<file path="src/rtl/sd_write.sv">
// SPI-mode SD single-block writer (CMD24): command, R1 check, token, 512 payload bytes,
// dummy CRC, data-response check and busy wait. MISO is captured on the rising edge; everything else moves on the falling edge.
module sd_write #(
  parameter int R1_TO    = 2048,
  parameter int DRESP_TO = 64,
  parameter int BUSY_TO  = 1 << 20,
  parameter int GAP_CLKS = 8
) (
  input  logic        SD_clk,
  input  logic        SD_rst,
  input  logic        start,
  input  logic [31:0] sec_addr,
  input  logic [7:0]  wr_data,
  output logic        wr_req,
  output logic        SD_cs,
  output logic        SD_datain,
  input  logic        SD_dataout,
  output logic        busy,
  output logic        done,
  output logic        err,
  output logic [3:0]  state
);

  typedef enum logic [3:0] {
    ST_IDLE   = 4'd0,
    ST_CMD    = 4'd1,
    ST_R1WAIT = 4'd2,
    ST_GAP    = 4'd3,
    ST_TOKEN  = 4'd4,
    ST_DATA   = 4'd5,
    ST_CRC    = 4'd6,
    ST_DRESP  = 4'd7,
    ST_BUSY   = 4'd8,
    ST_FINISH = 4'd9
  } state_t;

  localparam logic [20:0] R1_LIM    = 21'(R1_TO - 1);
  localparam logic [20:0] DRESP_LIM = 21'(DRESP_TO - 1);
  localparam logic [20:0] BUSY_LIM  = 21'(BUSY_TO - 1);
  localparam logic [5:0]  GAP_LAST  = 6'(GAP_CLKS - 1);
  localparam logic [39:0] ONES40    = '1;

  state_t      state_reg, state_next;
  logic        do_q;
  logic [5:0]  bit_cnt_reg, bit_cnt_next;
  logic [9:0]  byte_cnt_reg, byte_cnt_next;
  logic [47:0] tx_reg, tx_next;
  logic [7:0]  rx_reg, rx_next;
  logic [20:0] to_cnt_reg, to_cnt_next;
  logic        busy_reg, busy_next;
  logic        err_reg, err_next;

  always_ff @(posedge SD_clk or posedge SD_rst) begin
    if (SD_rst) do_q <= 1'b0;
    else        do_q <= SD_dataout;
  end

  always_ff @(negedge SD_clk or posedge SD_rst) begin
    if (SD_rst) begin
      state_reg    <= ST_IDLE;
      bit_cnt_reg  <= '0;
      byte_cnt_reg <= '0;
      tx_reg       <= '0;
      rx_reg       <= '0;
      to_cnt_reg   <= '0;
      busy_reg     <= 1'b0;
      err_reg      <= 1'b0;
    end else begin
      state_reg    <= state_next;
      bit_cnt_reg  <= bit_cnt_next;
      byte_cnt_reg <= byte_cnt_next;
      tx_reg       <= tx_next;
      rx_reg       <= rx_next;
      to_cnt_reg   <= to_cnt_next;
      busy_reg     <= busy_next;
      err_reg      <= err_next;
    end
  end

  always_comb begin
    state_next    = state_reg;
    bit_cnt_next  = bit_cnt_reg;
    byte_cnt_next = byte_cnt_reg;
    tx_next       = tx_reg;
    rx_next       = rx_reg;
    to_cnt_next   = to_cnt_reg;
    busy_next     = busy_reg;
    err_next      = err_reg;

    case (state_reg)
      ST_IDLE: begin
        if (start) begin
          tx_next      = {8'h58, sec_addr, 8'hFF};
          bit_cnt_next = '0;
          busy_next    = 1'b1;
          err_next     = 1'b0;
          state_next   = ST_CMD;
        end
      end
      ST_CMD: begin
        tx_next = {tx_reg[46:0], 1'b1};
        if (bit_cnt_reg == 6'd47) begin
          bit_cnt_next = '0;
          to_cnt_next  = '0;
          rx_next      = '0;
          state_next   = ST_R1WAIT;
        end else begin
          bit_cnt_next = bit_cnt_reg + 6'd1;
        end
      end
      // bit_cnt == 0 means still hunting for the start bit
      ST_R1WAIT: begin
        if (bit_cnt_reg == 6'd0) begin
          if (!do_q) begin
            rx_next      = {rx_reg[6:0], 1'b0};
            bit_cnt_next = 6'd1;
          end else if (to_cnt_reg == R1_LIM) begin
            err_next   = 1'b1;
            state_next = ST_FINISH;
          end else begin
            to_cnt_next = to_cnt_reg + 21'd1;
          end
        end else begin
          rx_next = {rx_reg[6:0], do_q};
          if (bit_cnt_reg == 6'd7) begin
            bit_cnt_next = '0;
            if ({rx_reg[6:0], do_q} == 8'h00) begin
              state_next = ST_GAP;
            end else begin
              err_next   = 1'b1;
              state_next = ST_FINISH;
            end
          end else begin
            bit_cnt_next = bit_cnt_reg + 6'd1;
          end
        end
      end
      ST_GAP: begin
        if (bit_cnt_reg == GAP_LAST) begin
          tx_next      = {8'hFE, ONES40};
          bit_cnt_next = '0;
          state_next   = ST_TOKEN;
        end else begin
          bit_cnt_next = bit_cnt_reg + 6'd1;
        end
      end
      ST_TOKEN: begin
        tx_next = {tx_reg[46:0], 1'b1};
        if (bit_cnt_reg == 6'd7) begin
          tx_next       = {wr_data, ONES40};
          byte_cnt_next = '0;
          bit_cnt_next  = '0;
          state_next    = ST_DATA;
        end else begin
          bit_cnt_next = bit_cnt_reg + 6'd1;
        end
      end
      ST_DATA: begin
        tx_next = {tx_reg[46:0], 1'b1};
        if (bit_cnt_reg == 6'd7) begin
          bit_cnt_next = '0;
          if (byte_cnt_reg == 10'd511) begin
            state_next = ST_CRC;
          end else begin
            tx_next       = {wr_data, ONES40};
            byte_cnt_next = byte_cnt_reg + 10'd1;
          end
        end else begin
          bit_cnt_next = bit_cnt_reg + 6'd1;
        end
      end
      ST_CRC: begin
        if (bit_cnt_reg == 6'd15) begin
          bit_cnt_next = '0;
          to_cnt_next  = '0;
          rx_next      = '0;
          state_next   = ST_DRESP;
        end else begin
          bit_cnt_next = bit_cnt_reg + 6'd1;
        end
      end
      ST_DRESP: begin
        if (bit_cnt_reg == 6'd0) begin
          if (!do_q) begin
            rx_next      = {rx_reg[6:0], 1'b0};
            bit_cnt_next = 6'd1;
          end else if (to_cnt_reg == DRESP_LIM) begin
            err_next   = 1'b1;
            state_next = ST_FINISH;
          end else begin
            to_cnt_next = to_cnt_reg + 21'd1;
          end
        end else begin
          rx_next = {rx_reg[6:0], do_q};
          if (bit_cnt_reg == 6'd4) begin
            bit_cnt_next = '0;
            to_cnt_next  = '0;
            if ({rx_reg[3:0], do_q} == 5'b00101) begin
              state_next = ST_BUSY;
            end else begin
              err_next   = 1'b1;
              state_next = ST_FINISH;
            end
          end else begin
            bit_cnt_next = bit_cnt_reg + 6'd1;
          end
        end
      end
      ST_BUSY: begin
        bit_cnt_next = '0;
        if (do_q) begin
          state_next = ST_FINISH;
        end else if (to_cnt_reg == BUSY_LIM) begin
          err_next   = 1'b1;
          state_next = ST_FINISH;
        end else begin
          to_cnt_next = to_cnt_reg + 21'd1;
        end
      end
      ST_FINISH: begin
        if (bit_cnt_reg == 6'd7) begin
          bit_cnt_next = '0;
          busy_next    = 1'b0;
          state_next   = ST_IDLE;
        end else begin
          bit_cnt_next = bit_cnt_reg + 6'd1;
        end
      end
      default: begin
        bit_cnt_next = '0;
        state_next   = ST_IDLE;
      end
    endcase
  end

  // Outputs depend only on falling-edge registers, so they never move on the rising edge
  always_comb begin
    SD_cs     = 1'b1;
    SD_datain = 1'b1;
    case (state_reg)
      ST_CMD, ST_TOKEN, ST_DATA: begin
        SD_cs     = 1'b0;
        SD_datain = tx_reg[47];
      end
      ST_R1WAIT, ST_GAP, ST_CRC, ST_DRESP, ST_BUSY: SD_cs = 1'b0;
      default: ;
    endcase
  end

  assign wr_req = (bit_cnt_reg == 6'd7) &&
                  ((state_reg == ST_TOKEN) ||
                   ((state_reg == ST_DATA) && (byte_cnt_reg != 10'd511)));
  assign done   = (state_reg == ST_FINISH) && (bit_cnt_reg == 6'd7);
  assign busy   = busy_reg && !done;
  assign err    = err_reg;
  assign state  = state_reg;

endmodule

</file>
<file path="config.mk">
export PLATFORM = sky130hd
export DESIGN_NAME = sd_write
export DESIGN_NICKNAME = d
export VERILOG_FILES = /design/src/rtl/sd_write.sv
export SDC_FILE = /design/constraint.sdc
export NUM_CORES = 1
export LEC_CHECK = 0
export CAP_MARGIN = 20
export CORE_ASPECT_RATIO = 2
export CORE_MARGIN = 5
export CORE_UTILIZATION = 35
export CTS_CLUSTER_DIAMETER = 100
export DETAILED_ROUTE_END_ITERATION = 12
export DONT_BUFFER_PORTS = 1
export SYNTH_ARGS = -nofsm -noshare
export SYNTH_HDL_FRONTEND = slang
export SYNTH_SLANG_ARGS = --single-unit
</file>
<file path="constraint.sdc">
create_clock -name SD_clk -period 8.75 [get_ports SD_clk]
set_input_delay 0.875 -clock SD_clk [delete_from_list [all_inputs] [get_ports SD_clk]]
set_output_delay 0.875 -clock SD_clk [all_outputs]
set_load 0.01 [all_outputs]
</file>
== Word level (Yosys, flattened, before mapping) ==
Cells that the tools add are included.
Word-level totals
  flip-flop bits (word level): 99
  input port bits: 44
  output and inout port bits: 10
  logic and storage cells: 159
Cells by class
  add/sub/neg operators: 3
  equality and inequality tests: 45
  mux-type cells: 76
  reductions and logical operators: 26
Operators by type and width (count)
  $mux W48: 5
  $pmux W48 S5: 1
  $mux W21: 11
  $pmux W21 S5: 1
  $mux W4: 19
  $mux W6: 8
  $pmux W4 S10: 1
  $pmux W6 S6: 1
  $ne A3 B3 Y1 const B: 11
  $mux W10: 3
  $ne A2 B2 Y1 const B: 15
  $mux W7: 4
  $add A21 B1 Y21 const B: 1
  $eq A21 B11 Y1 const B: 1
  $eq A21 B20 Y1 const B: 1
  $eq A21 B6 Y1 const B: 1
  $pmux W7 S3: 1
  $pmux W10 S2: 1
  $mux W1: 18
  $eq A4 B3 Y1 const B: 4
  $reduce_and A15 Y1: 1
  $eq A6 B3 Y1 const B: 2
  $reduce_and A12 Y1: 1
  $reduce_and A11 Y1: 1
  28 further kinds: 37

== Depth between registers and ports, before layout ==
  depth after elaboration: 5
  mapped depth: 10
  depth with buffers taken out: 8

==> out/metrics.cfg <==
[place]
placed_area_sq_um=5530
dp_slack_ns=1.66
dpl.hpwl_mm=9.86
portBuffers=0
gp_congestion=0.820
dp.cells=759

[synth]
synth_cell_type_count=64
synth_area_sq_um=5380
synthTopCellsByArea=dfrtn_1 (46%), nor2_1 (5.2%), o21ai_0 (4.8%)
ys_warn_count=0
seq_area_frac_synth=0.460
synth_enable_flop_cells=0
synth_ff_type=dfrtn_1
ys_seq_elements=99
syn_nets=647
synthArstFlopShare=1.00
yosysTopAreaCell=dfrtn_1
yosysTopAreaCellShare=0.456
syn_avg_cell_area_sq_um=8.99
synthCells=599

[timing]
tns_ns=0
finalHoldViolCount=0
setup_ws_ns=1.28
holdWs_ns=0.415
rsz0062_at_grt=false
tightest_slew_ns=0.906
slew_headroom=0.391
maxSlewViolCount=0
setup_violations=0
finClkSkew_ns=0.00403

[finish]
layout-drive-gt1-share=0.0848
num-fill-cells=1563
postLayoutCellArea_sq_um=5820
utilization=0.382
seq_area_sq_um=2480
fin_nets=621
antenna_cells=0
multiInputGateArea_sq_um=2670
largest_reg_flops=48
syn_to_final_growth_pct=8.09
final_cell_count_no_fill=776

[setup_path]
arrival_ns=6.60
start_kind=flip-flop
crit_required_ns=7.88
crit_fanout=6
crit_path_end_kind=output port
critical_path_class=flip-flop to output port

[pwr]
powerDensity_nw_per_um2=145
power.total_mw=0.842
vdd.ir_drop.worst_mv=0.149
leakagePower_nw=2.22

[global_route]
grt_usage=0.157
grt_overflow=0
grt_pass1_vias=4567
antenna_found_initial=1
grt_pass1_wl_mm=23.2
grt_max_degree=73

[die]
num_rows=64
start_util=0.354
io_pins=54
fp.coreArea_sq_um=15200
fp.dieW_um=97.7
die_h_um=185
die_area_sq_um=18100

[clocking]
cts_setup_buffers=0
cts_sinks=99
clock_latency_ns=0.35
cts_made_buffers=9
cts_resized=0
cts_buffer_depth=2
cts_root_buffer=clkbuf_16
cts_tree=done
htreeDepth=3
clkSlewWorstSetupHoldPaths_ns=0.05
ctsHoldBuffers=0

[hold_path]
hold_path_class=flip-flop to flip-flop

[drt]
routed_via_density=5.80
drc=0
routed_wl_mm=13.7
ant_nets=0
routed-via-count=4500
drt_iter0_markers=220
wl_per_cell_um=17.6
first_pass_iters=5

[flow_run]
max_cap_violations=0

[outcome]
status=completed

synthesized netlist by cell type (6+ instances only):
master    instances
a21oi_1          50
a22o_1           13
a31oi_1           7
and3_1            6
buf_2             9
clkbuf_1         35
dfrtn_1          98
inv_1            11
nand2_1          58
nand3_1          20
nand4_1           6
nor2_1           74
nor2b_1           7
nor3_1            9
o21ai_0          52
o22a_1            7
o31ai_1          25
o41ai_1           9
xor2_1            6
worst max-delay path: stages (launching register included):
cell and delay (ns):
dfrtn_1 0.47, ha_1 0.28, nand2_1 0.09, or4_1 0.54, nor2_1 0.36, nor2b_1 0.15
layout make-up:
cell class | count | share of cell area
clock buffers | 11 | 0.0400
clock inverters | 5 | 0.00624
inverters | 11 | 0.00753
multi-input cells | 442 | 0.459
flip-flops and latches | 99 | 0.426
well taps | 198 | 0.0426
repair buffers | 10 | 0.0185
cell usage in the layout (no fill, tap or decap), types with 3 or more instances in the layout:
cell type and count:
o21ai_0 51, buf_4 8, mux2_2 5, nor2b_1 7
a22o_1 13, clkbuf_16 9, nand4b_1 4, inv_1 10
nand4_1 6, xor2_1 6, a31oi_1 7, o41ai_2 5
nor3_1 9, and3_1 6, nand3_1 20, ha_1 4
or2_2 4, o41ai_1 9, a221oi_1 3, nand2b_1 5
nand3b_1 4, o22a_1 7, a221o_1 5, and4_1 3
a21oi_1 49, o31ai_1 25, dfrtn_1 98, or4_1 3
nor2_1 74, nor4_1 5, nand2_1 58
cells by family (layout without fill, tap and decap cells):
logic type,after synthesis,after routing,share of synthesized area
adder cells (fa/ha/maj),4,4,0.00930
flip-flops,99,99,0.460
AO/OA/AOI/OAI,195,195,0.243
buffers and inverters,58,37,0.0453
XOR/XNOR,8,8,0.0130
multiplexers,6,6,0.0123
AND/OR/NAND/NOR,229,229,0.217
where the power goes:
part / total (mW) / switching [mW] / leakage (nW) / internal [mW]
registers: 0.462 / 0.000995 / 1.11 / 0.461
clock network: 0.369 / 0.174 / 0.131 / 0.195
logic: 0.0107 / 0.00933 / 0.983 / 0.00136
metal layers:
layer / vias up / global-route usage / share of wire
met5: - / 0 / 0.00080
met4: 2 / 0.0677 / 0.031
met3: 30 / 0.0381 / 0.051
met2: 135 / 0.285 / 0.52
met1: 2188 / 0.172 / 0.39
li1: 2145 / - / -
final timing paths:
check | from | endpoint | slack [ns] | cells after the start
worst max-delay path | bit_cnt_reg[0] | busy | 1.28 | 5
worst min-delay path | tx_reg[0] | tx_reg[0] | 0.41 | 1
worst max register to register | do_q | to_cnt_reg[15] | 1.97 | 5
worst min register to register | tx_reg[0] | tx_reg[0] | 0.41 | 1
max in group asynchronous | SD_rst | err | 3.00 | 2
min in group asynchronous | SD_rst | do_q | 0.60 | 1
No activity file was read; power rests on OpenSTA's default activity.
